<file path="src/rtl/ctrl_pkg.sv">
// rtl/ctrl_pkg.sv - opcodes, FSM states and instruction field positions for instr_controller
package ctrl_pkg;

    typedef enum logic [3:0] {
        OP_NOP     = 4'd0,
        OP_LOAD_W  = 4'd1,
        OP_LOAD_A  = 4'd2,
        OP_COMPUTE = 4'd3,
        OP_STORE   = 4'd4,
        OP_HALT    = 4'd5
    } opcode_e;

    typedef enum logic [1:0] {
        ST_IDLE = 2'd0,
        ST_EXEC = 2'd1,
        ST_HALT = 2'd2
    } state_e;

    localparam int OPC_LSB  = 60;
    localparam int OPC_W    = 4;
    localparam int BASE_LSB = 44;
    localparam int BASE_W   = 16;
    localparam int LEN_LSB  = 32;
    localparam int LEN_FW   = 12;

    function automatic logic is_beat_op(input logic [OPC_W-1:0] opc);
        return (opc == OP_LOAD_W) || (opc == OP_LOAD_A) ||
               (opc == OP_COMPUTE) || (opc == OP_STORE);
    endfunction

endpackage

</file>
<file path="src/rtl/ctrl_addr_gen.sv">
// rtl/ctrl_addr_gen.sv - beat counter with base+index address and last-beat flag
module ctrl_addr_gen #(
    parameter int ADDR_W = 16,
    parameter int LEN_W  = 12
) (
    input  logic              clk,
    input  logic              rst,
    input  logic              load,
    input  logic [ADDR_W-1:0] base,
    input  logic [LEN_W-1:0]  len,
    input  logic              step,
    output logic [ADDR_W-1:0] addr,
    output logic              last
);

    logic [LEN_W-1:0]  idx_q, idx_d;
    logic [LEN_W-1:0]  len_q, len_d;
    logic [ADDR_W-1:0] base_q, base_d;

    always_comb begin
        idx_d  = idx_q;
        len_d  = len_q;
        base_d = base_q;
        if (load) begin
            idx_d  = '0;
            len_d  = len;
            base_d = base;
        end else if (step) begin
            idx_d = idx_q + LEN_W'(1);
        end
    end

    always_ff @(posedge clk or posedge rst) begin
        if (rst) begin
            idx_q  <= '0;
            len_q  <= '0;
            base_q <= '0;
        end else begin
            idx_q  <= idx_d;
            len_q  <= len_d;
            base_q <= base_d;
        end
    end

    // Address wraps naturally at 2^ADDR_W.
    assign addr = base_q + ADDR_W'(idx_q);
    assign last = (idx_q == (len_q - LEN_W'(1)));

endmodule

</file>
<file path="src/rtl/instr_controller.sv">
// rtl/instr_controller.sv - decodes 64-bit instructions into per-beat scratchpad/array strobes
module instr_controller #(
    parameter int ADDR_W = 16,
    parameter int LEN_W  = 12
) (
    input  logic              clk,
    input  logic              rst,
    input  logic [63:0]       instr_in,
    input  logic              instr_valid,
    output logic              instr_ready,
    input  logic              array_ready,
    output logic [ADDR_W-1:0] mem_addr,
    output logic              mem_rd_en,
    output logic              mem_wr_en,
    output logic              array_load_w,
    output logic              array_load_a,
    output logic              array_compute,
    output logic              array_drain,
    output logic              op_done,
    output logic              busy,
    output logic              halted,
    output logic              illegal_instr
);

    import ctrl_pkg::*;

    state_e            state_q, state_d;
    logic [OPC_W-1:0]  op_q, op_d;
    logic              done_q, done_d;
    logic              illegal_q, illegal_d;
    logic [ADDR_W-1:0] addr_hold_q, addr_hold_d;

    logic [OPC_W-1:0]  opc_in;
    logic [BASE_W-1:0] base_in;
    logic [LEN_FW-1:0] len_in;
    logic              handshake;
    logic              beat;
    logic              gen_load;
    logic              gen_last;
    logic [ADDR_W-1:0] gen_addr;
    logic              unused_ok;

    assign opc_in    = instr_in[OPC_LSB +: OPC_W];
    assign base_in   = instr_in[BASE_LSB +: BASE_W];
    assign len_in    = instr_in[LEN_LSB +: LEN_FW];
    assign unused_ok = ^instr_in[31:0];

    // Gated with rst so the handshake is refused while reset is held.
    assign instr_ready = (state_q == ST_IDLE) && !rst;
    assign handshake   = instr_valid && instr_ready;
    assign beat        = (state_q == ST_EXEC) && array_ready;
    assign busy        = (state_q == ST_EXEC);
    assign halted      = (state_q == ST_HALT);
    assign illegal_instr = illegal_q;

    ctrl_addr_gen #(
        .ADDR_W(ADDR_W),
        .LEN_W (LEN_W)
    ) u_addr_gen (
        .clk  (clk),
        .rst  (rst),
        .load (gen_load),
        .base (ADDR_W'(base_in)),
        .len  (LEN_W'(len_in)),
        .step (beat),
        .addr (gen_addr),
        .last (gen_last)
    );

    always_comb begin
        mem_rd_en     = 1'b0;
        mem_wr_en     = 1'b0;
        array_load_w  = 1'b0;
        array_load_a  = 1'b0;
        array_compute = 1'b0;
        array_drain   = 1'b0;
        if (beat) begin
            case (op_q)
                OP_LOAD_W:  begin mem_rd_en = 1'b1; array_load_w = 1'b1; end
                OP_LOAD_A:  begin mem_rd_en = 1'b1; array_load_a = 1'b1; end
                OP_COMPUTE: array_compute = 1'b1;
                OP_STORE:   begin mem_wr_en = 1'b1; array_drain = 1'b1; end
                default:    ;
            endcase
        end
    end

    // Compute beats and idle cycles keep presenting the last memory address.
    always_comb begin
        mem_addr    = (mem_rd_en || mem_wr_en) ? gen_addr : addr_hold_q;
        addr_hold_d = mem_addr;
        op_done     = done_q || (beat && gen_last);
    end

    always_comb begin
        state_d   = state_q;
        op_d      = op_q;
        done_d    = 1'b0;
        illegal_d = illegal_q;
        gen_load  = 1'b0;
        case (state_q)
            ST_IDLE: begin
                if (handshake) begin
                    if (opc_in == OP_HALT) begin
                        state_d = ST_HALT;
                    end else if (is_beat_op(opc_in) && (len_in != '0)) begin
                        state_d  = ST_EXEC;
                        op_d     = opc_in;
                        gen_load = 1'b1;
                    end else begin
                        done_d = 1'b1;
                        if (opc_in > OP_HALT) begin
                            illegal_d = 1'b1;
                        end
                    end
                end
            end
            ST_EXEC: begin
                if (beat && gen_last) begin
                    state_d = ST_IDLE;
                end
            end
            ST_HALT: state_d = ST_HALT;
            default: state_d = ST_IDLE;
        endcase
    end

    always_ff @(posedge clk or posedge rst) begin
        if (rst) begin
            state_q     <= ST_IDLE;
            op_q        <= '0;
            done_q      <= 1'b0;
            illegal_q   <= 1'b0;
            addr_hold_q <= '0;
        end else begin
            state_q     <= state_d;
            op_q        <= op_d;
            done_q      <= done_d;
            illegal_q   <= illegal_d;
            addr_hold_q <= addr_hold_d;
        end
    end

endmodule
</file>
<file path="config.mk">
export PLATFORM = sky130hd
export DESIGN_NAME = instr_controller
export DESIGN_NICKNAME = d
export VERILOG_FILES = /design/src/rtl/ctrl_pkg.sv /design/src/rtl/ctrl_addr_gen.sv /design/src/rtl/instr_controller.sv
export SDC_FILE = /design/constraint.sdc
export NUM_CORES = 1
export LEC_CHECK = 0
export CORE_MARGIN = 1.5
export CORE_UTILIZATION = 39
export DETAILED_ROUTE_END_ITERATION = 16
export PLACE_DENSITY_LB_ADDON = 0.12
export RECOVER_POWER = 100
export SYNTH_ARGS = -nofsm -noshare
export SYNTH_HDL_FRONTEND = slang
export SYNTH_SLANG_ARGS = --single-unit
</file>
<file path="constraint.sdc">
create_clock -name clk -period 3.05 [get_ports clk]
set_input_delay 0.61 -clock clk [delete_from_list [all_inputs] [get_ports clk]]
set_output_delay 0.61 -clock clk [all_outputs]
set_load 0.02 [all_outputs]
</file>
### Word-level counts from Yosys, hierarchy flattened

Index checks and enable logic that the tools add are counted.
W data, S select, Z words.

* register bits after elaboration: 64
* bits in read-only memories: 0
* word-level logic and storage cells: 73
* memories: 0
* bits of input ports: 68
* latch bits: 0
* RAM bits: 0

* shifts and indexed selects: 0
* equality and inequality tests: 15
* divide/modulo/power cells: 0
* multipliers: 0
* bitwise gates (word level): 2
* order comparisons: 1
* reduce and logical (&&, ||, !) cells: 18
* add/subtract/negate cells: 3
* muxes and demuxes: 26

Operators by type and width (number)
* $mux W12: 2
* $mux W1: 18
* $add A16 B12 Y16: 1
* $eq A4 B2 Y1 const B: 4
* $mux W16: 1
* $add A12 B1 Y12 const B: 1
* $eq A12 B12 Y1: 1
* $eq A4 B3 Y1 const B: 3
* $reduce_bool A12 Y1: 1
* $sub A12 B1 Y12 const B: 1
* $eq A4 B1 Y1 const B: 2
* $mux W2: 4
* $pmux W2 S3: 1
* $logic_and A1 B1 Y1: 5
* $logic_or A1 B1 Y1: 5
* $reduce_and A5 Y1: 1
* $gt A4 B3 Y1 const B: 1
* $reduce_and A4 Y1: 1
* $ne A3 B1 Y1 const B: 1
* $reduce_and A3 Y1: 1
* $eq A2 B1 Y1 const B: 1
* $eq A2 B2 Y1 const B: 1
* $logic_not A2 Y1: 1
* $ne A2 B1 Y1 const B: 1
* 5 further kinds: 6

### Depth between registers and ports, before layout

Gate-level depths: netlist of the first run.

* depth after elaboration: 10
* depth in mapped cells: 9

### Modules after synthesis

From an unflattened synthesis of the first run, not the netlist that was laid out.

* cells, all modules: 352
* area total of the unflattened synthesis: 3789.9 um^2

Modules (own cells, without submodules)
* ctrl_addr_gen: area each 2612.5 um^2, cells each 264, instances 1, sequential area each 1001.0 um^2
* instr_controller: area each 1177.4 um^2, cells each 88, instances 1, sequential area each 600.6 um^2

### Least setup slack after synthesis of the first run

Ideal clock, no wire load.

* kind: reg2out
* from: reg u_addr_gen.idx_q[0]
* to: out mem_addr[14]
* setup slack: 0.065 ns
* buffers on the path: 0
* arrival: 2.375 ns
* cell stages (with the launch flop): 10
* required time: 2.440 ns
* path through: dfrtp_1 ha_1 inv_1 fa_1 nor2b_1 o2111ai_1 a21oi_1 o2111ai_1 xor2_1 o21ai_0

* longest elaborated chain between the ends: 2

Ends and longest elaborated chain
* start, declared: line ctrl_addr_gen.sv:16 `logic [LEN_W-1:0] idx_q, idx_d;`
* start signal, assigned: line ctrl_addr_gen.sv:39 `idx_q <= idx_d;`
* $add A16 B12 Y16: line ctrl_addr_gen.sv:46 `assign addr = base_q + ADDR_W'(idx_q);`
* $mux W16: line instr_controller.sv:90 `mem_addr = (mem_rd_en || mem_wr_en) ? gen_addr : addr_hold_q;`
* end, declared: line instr_controller.sv:12 `output logic [ADDR_W-1:0] mem_addr,`

Every way passes these cells.

### Worst setup path in the final report of the first run

Same ends and word-level chain as after synthesis.

==> qor.yml, run 1 <==
clocking:
  cts_root_buf: "clkbuf_8"
  numCtsBuffers: 9
  clock-sinks: 64
  clk_latency_ns: 0.34
  path_clk_slew_ns: 0.07
  cts_tree: "done"
  clock_path_buffers: 2
  h-tree-depth: 3
  cts_hold_buf: 0
logic_synthesis:
  synth_most_common_cell: "nand2_1"
  synth.distinct_cells: 51
  synthXorXnorAreaFrac: 0.0971
  synth_fp_nets: 488
  muxShareOfSynthArea: 0.00624
  synth_edf_count: 0
  netlist_instances: 405
  synth_top_cell_area_share: 0.444
  synth_fa_ha_area_frac: 0.0541
  synthesis.area_um2: 3610
  synth_common_cells: "114 x nand2_1, 64 x dfrtp_1, 27 x o21ai_0, 26 x nor2_1, 21 x xnor2_1"
  yosys_warnings: 0
  synth_compound_area_frac: 0.101
  syn_avg_cell_area_um2: 8.91
  synth.largest_area_cell: "dfrtp_1"
  ys_seq_area_frac: 0.444
  synth_top_family_by_area: "simple AND/OR/NAND/NOR gates"
  ys_ff_latch: 64
  synth-async-reset-ratio: 1.00
  ys_top_cells_by_area: "dfrtp_1 44%, nand2_1 12%, xnor2_1 5.1%, ha_1 4.9%, xor2_1 4.6%"
  synth_simple_gate_area_frac: 0.266
  synth_ff_type: "dfrtp_1"
routing:
  wl_met1_um: 4060
  maxUsedRoutingLayer: "met4"
  drtIter0Drc: 83
  wl_met3_um: 339
  dr.pass1.iters: 4
  met2_length_um: 4120
  wl_per_cell_um: 13.6
  routed_wl_um: 8690
  ant_nets: 0
  vias: 3167
  route.detailed.drc: 0
  vias_per_cell: 4.97
setup_path:
  critical_path.top_delay_family: "compound AO/OA/AOI/OAI gates"
  r2r_start: "u_addr_gen.idx_q[0]"
  start_kind: "register"
  critPathMaxStageDelay_ns: 0.36
  cp_data_arrival_time_ns: 2.49
  cp.required_ns: 2.44
  cp_common_cell: "o2111ai_2"
  slowest_stage: "dfrtp_1"
  crit_start: "u_addr_gen.idx_q[0]"
  cp-end-kind: "output port"
  criticalPathCategory: "register to output port"
  crit_buf_inv: 2
  critPathMaxFanout: 3
  crit_path_cell_trace: "ha_2, inv_2, fa_2, nor2b_2, o2111ai_2, a21oi_2, o2111ai_2, xor2_1, o21ai_1, buf_4"
timing:
  final-hold-violation-count: 0
  finalCritPeriodShare: 1.02
  min_period_ns: 3.10
  fin_setup_tns_ns: -0.0568
  max_slew_margin: 0.162
  grt_setup_unrepaired: "yes"
  worst_pin_slew_ns: 1.26
  clock_skew_ns: 0.00651
  finalWorstSetupSlack_ns: -0.0537
  slew_violations: 0
  max_freq_mhz: 322
  finalSetupViolCount: 2
floorplan:
  coreArea_um2: 8850
  rows: 34
  io_pins: 95
  die_h_um: 99.2
  die_x_um: 99.2
  die_area_um2: 9840
  initial_core_util: 0.408
placed_design:
  place.gp.congestion: 0.842
  hpwl_um: 6340
  dp_slack_ns: -0.637
  portBuffers: 62
job:
  cap_violations: 0
cells_and_area:
  nets: 607
  area_growth_pct: 40.7
  fillers: 832
  layout-drive-gt1-share: 0.240
  diodes: 0
hold_path:
  min_path_type: "register to register"
  min_from: "u_addr_gen.base_q[11]"
power:
  vdd_ir_drop_max_mv: 0.379
  leakagePower_nw: 2.38
  cellPowerDensity_nw_per_um2: 911
run_status:
  status: "complete, but fails checks"
  violations: "negative setup slack"
global_routing:
  grt_pass1_vias: 3101
  antenna_found_initial: 0
  grt_pass1_wl_um: 14400
  grt_max_degree: 47
  overflow: 0
  grtUsageTotal: 0.185
[final timing paths]
path	end	slack [ns]	cells past startpoint
max reg2reg	addr_hold_q[15]	0.79	11
min	u_addr_gen.base_q[11]	0.49	2
max	mem_addr[14]	-0.05	10
min reg2reg	u_addr_gen.base_q[11]	0.49	2
max in group asynchronous	u_addr_gen.base_q[2]	0.46	3
min in group asynchronous	op_q[0]	0.94	2
[per-layer routing]
layer | up-vias | track usage
met2 | 65 | 0.299
met3 | 14 | 0.0323
li1 | 1615 | -
met1 | 1473 | 0.241
met4 | 0 | 0.0888
met5 | - | 0
[power breakdown]
group	total, mW	switching (mW)	internal, mW	leakage (nW)
Clock	0.792	0.331	0.461	0.104
Combinational	2.43	1.27	1.16	1.45
Sequential	1.41	0.246	1.16	0.820
Total	4.63	1.85	2.78	2.38
[kinds of logic (layout without fill, tap and decap cells)]
family / after synthesis / in the layout
DFF: 64 / 64
muxes: 2 / 2
buffers and inverters: 23 / 147
and+or+nand+nor: 200 / 200
adders and majority gates: 15 / 15
AOI/OAI and AO/OA: 61 / 61
xor gates and xnor gates: 40 / 40
[sequential cells by signal, indices dropped and copies added (netlist names)]
register	cells
done_q	1
u_addr_gen.idx_q	12
op_q	4
addr_hold_q	16
state_q	2
illegal_instr	1
u_addr_gen.len_q	12
u_addr_gen.base_q	16
[area by class of cell]
class                           count  area, um2  area share
Multi-Input combinational cell    318       2060       0.406
Sequential cell                    64       1600       0.315
Timing Repair Buffer              123       1040       0.204
Tap cell                          108        135      0.0266
Clock buffer                       11        131      0.0259
Clock inverter                      5       81.3      0.0160
Inverter                            8       30.0     0.00591
[per-stage QoR]
| stage | utilization | instances | instance area, um2 | hold slack, ns | total power, mW |
|---|---|---|---|---|---|
| final | 0.574 | 637 | 5080 | 0.487 | 4.63 |
| after global routing | 0.574 | 637 | 5080 | 0.505 | 4.98 |
| after CTS | 0.564 | 632 | 4990 | 0.494 | 4.54 |
| after detailed placement | 0.533 | 613 | 4720 | 0.470 | 3.69 |
| after global placement | 0.533 | 613 | 4720 | 0.468 | 3.64 |
| after floorplan | - | 405 | 3610 | 0.452 | 2.70 |
[repair_timing]
action / CTS / global route
setup endpoints to repair: 23 / 18
hold endpoints to repair: 0 / 0
buffers inserted: 4 / 5
resized for setup: 119 / 23
pin swaps: 15 / 24
[tightest hold or removal path, cell delays in order (launching register included)]
cell and delay (ns):
dfrtp_1 0.35, nand2_1 0.05, nand2_1 0.05
[cells in the final DEF (no fill, tap or decap), types with 3 or more instances in the layout]
master           synthesis  routed
inv_1                    8       5
xnor2_1                 21      21
and2_1                   4       3
buf_2                    5       9
dlygate4sd2_1            0       5
nand3_1                  9       8
inv_2                    0       3
buf_4                    2      60
nor4_1                   6       5
ha_4                     0       3
and3_1                   5       4
clkbuf_1                 6       5
nand4_1                  3       3
a21oi_2                  0       3
nand2_1                114     113
xor2_1                  19      19
ha_1                    14      10
clkdlybuf4s50_1          0      38
a21oi_1                 16      13
or3_1                    4       4
o211ai_1                 3       3
clkbuf_8                 0       9
nor3_1                   5       5
nor2_1                  26      25
o21ai_1                  0      12
o21ai_0                 27      14
dfrtp_1                 64      64
nand2b_1                 3       3
(Power assumes the default switching activity.)
==> inputs of run 2 (changes only) <==
==> constraint.sdc (replaced) <==
create_clock -name clk -period 3.05 [get_ports clk]
set_input_delay 0.61 -clock clk [delete_from_list [all_inputs] [get_ports clk]]
set_output_delay 0.61 -clock clk [all_outputs]
set_load 0.01 [all_outputs]
==> run 2 against run 1 <==
Effect of this change: the flow still finishes with violations (negative setup slack); clock-buffer cell count stayed put; wire length is 1.5% higher; critical path depth is 1 higher; largest power group unchanged; die area stayed put; maximum frequency is 3.8% lower.
==> qor.yml, run 2 (synthesis gave the netlist of run 1 again) <==
clocking:
  cts_root_buf: "clkbuf_8"
  clock_path_buffers: 2
  path_clk_slew_ns: 0.07
  clk_latency_ns: 0.35
  cts_hold_buf: 0
  cts_tree: "done"
  clock-sinks: 64
  numCtsBuffers: 9
  h-tree-depth: 3
timing:
  hold_slack_ns: 0.483
  finalCritPeriodShare: 1.06
  max_slew_margin: 0.314
  finalSetupViolCount: 2
  clock_skew_ns: 0.00625
  worst_pin_slew_ns: 1.03
  min_period_ns: 3.23
  final-hold-violation-count: 0
  finalWorstSetupSlack_ns: -0.178
  slew_violations: 0
  max_freq_mhz: 310
  grt_setup_unrepaired: "yes"
run_status:
  violations: "negative setup slack"
  status: "complete, but fails checks"
floorplan:
  io_pins: 95
  die_h_um: 99.2
  initial_core_util: 0.408
  coreArea_um2: 8850
  die_x_um: 99.2
  die_area_um2: 9840
  rows: 34
placed_design:
  place.gp.congestion: 0.829
  portBuffers: 62
  place_inst: 613
  hpwl_um: 6390
  post_dp_cell_area_um2: 4720
cells_and_area:
  top_regs: "addr_hold_q (16), u_addr_gen.base_q (16)"
  diodes: 0
  final_cell_area_um2: 5120
  area_growth_pct: 41.8
  mostFrequentLayoutCell: "nand2_1"
  stdcell_count: 644
  final_cell_mix: "114 x nand2_1, 63 x buf_4, 62 x dfrtp_1, 43 x clkdlybuf4s50_1, 23 x nor2_1"
  nets: 614
  layout-drive-gt1-share: 0.250
setup_path:
  critPathMaxStageDelay_ns: 0.39
  cp_common_cell: "o2111ai_4"
  cp_data_arrival_time_ns: 2.62
  crit_path_cell_trace: "ha_2, inv_2, fa_2, nor2b_4, o2111ai_4, a21oi_2, buf_4, o2111ai_4, xor2_1, o21ai_1, buf_2"
  critPathMaxFanout: 2
  cp.required_ns: 2.44
  start_kind: "register"
  slowest_stage: "fa_2"
  criticalPathCategory: "register to output port"
  cp-end-kind: "output port"
routing:
  drtIter0Drc: 162
  route.detailed.drc: 0
  vias_per_cell: 5.03
  ant_nets: 0
  vias: 3240
  routed_wl_um: 8830
  dr.pass1.iters: 4
  wl_per_cell_um: 13.7
global_routing:
  grt_max_degree: 47
  overflow: 0
  grt_pass1_vias: 3149
  antenna_found_initial: 0
  grtUsageTotal: 0.186
  grt_pass1_wl_um: 14500
power:
  cellPowerDensity_nw_per_um2: 870
  vdd_ir_drop_max_mv: 0.323
  leakagePower_nw: 2.38
job:
  cap_violations: 0
hold_path:
  min_path_type: "register to register"
[run 2: per-stage QoR]
step	setup slack, ns	utilization	power, mW	setup TNS (ns)
5_1_grt	-0.268	0.578	4.80	-0.727
3_5_place_dp	-0.658	0.533	3.57	-11.63
2_1_floorplan	0.270	-	2.57	0
6_report	-0.178	0.578	4.45	-0.338
4_1_cts	-0.155	0.565	4.31	-0.245
3_3_place_gp	-0.681	0.533	3.52	-10.69
[run 2: per-layer routing]
layer | GRT usage | share of wire | wire, um | vias up
met5 | 0 | 0 | 0 | -
met4 | 0.0997 | 0.023 | 206 | 0
met3 | 0.0323 | 0.039 | 345 | 17
met2 | 0.292 | 0.48 | 4200 | 77
met1 | 0.245 | 0.46 | 4070 | 1524
li1 | - | - | - | 1622
[run 2: area by class of cell]
cell class | count | area (um2)
Fill cell | 838 | 3730
Multi-Input combinational cell | 318 | 2070
Sequential cell | 64 | 1600
Timing Repair Buffer | 130 | 1100
Clock buffer | 11 | 141
Tap cell | 108 | 135
Clock inverter | 5 | 32.5
Inverter | 8 | 30.0
[run 2: where the power goes]
group / switching, mW / total [mW] / internal (mW)
registers: 0.248 / 1.41 / 1.16
logic: 1.16 / 2.39 / 1.23
clock network: 0.339 / 0.653 / 0.314
total: 1.75 / 4.45 / 2.70
[run 2: final timing paths]
path	start	end	slack, ns	cells past startpoint
setup / recovery	u_addr_gen.idx_q[0]	mem_addr[14]	-0.18	11
hold / removal	u_addr_gen.base_q[9]	u_addr_gen.base_q[9]	0.48	2
setup reg to reg	u_addr_gen.idx_q[0]	addr_hold_q[14]	0.51	13
hold reg to reg	u_addr_gen.base_q[9]	u_addr_gen.base_q[9]	0.48	2
max in group asynchronous	rst	addr_hold_q[4]	0.60	3
min in group asynchronous	rst	op_q[2]	0.95	2
[run 2: critical path: cells and delay by family (launching register included)]
kind            cells  cell delay (ns)
buf+inv             3             0.35
compound gates      4             0.61
simple gates        1             0.15
fa+ha+maj           2             0.59
xor+xnor            1             0.19
flops               1             0.38
[run 2: repair_timing]
action	CTS	global route
pin swaps	19	23
endpoints found under the setup margin	23	11
setup buffers	9	6
resized for setup	67	31
==> inputs of run 3 (changes only) <==
- CTS_CLUSTER_DIAMETER: default -> 60
==> results of run 3 <==
The final DEF is identical to that of run 2; final timing and power are the same.
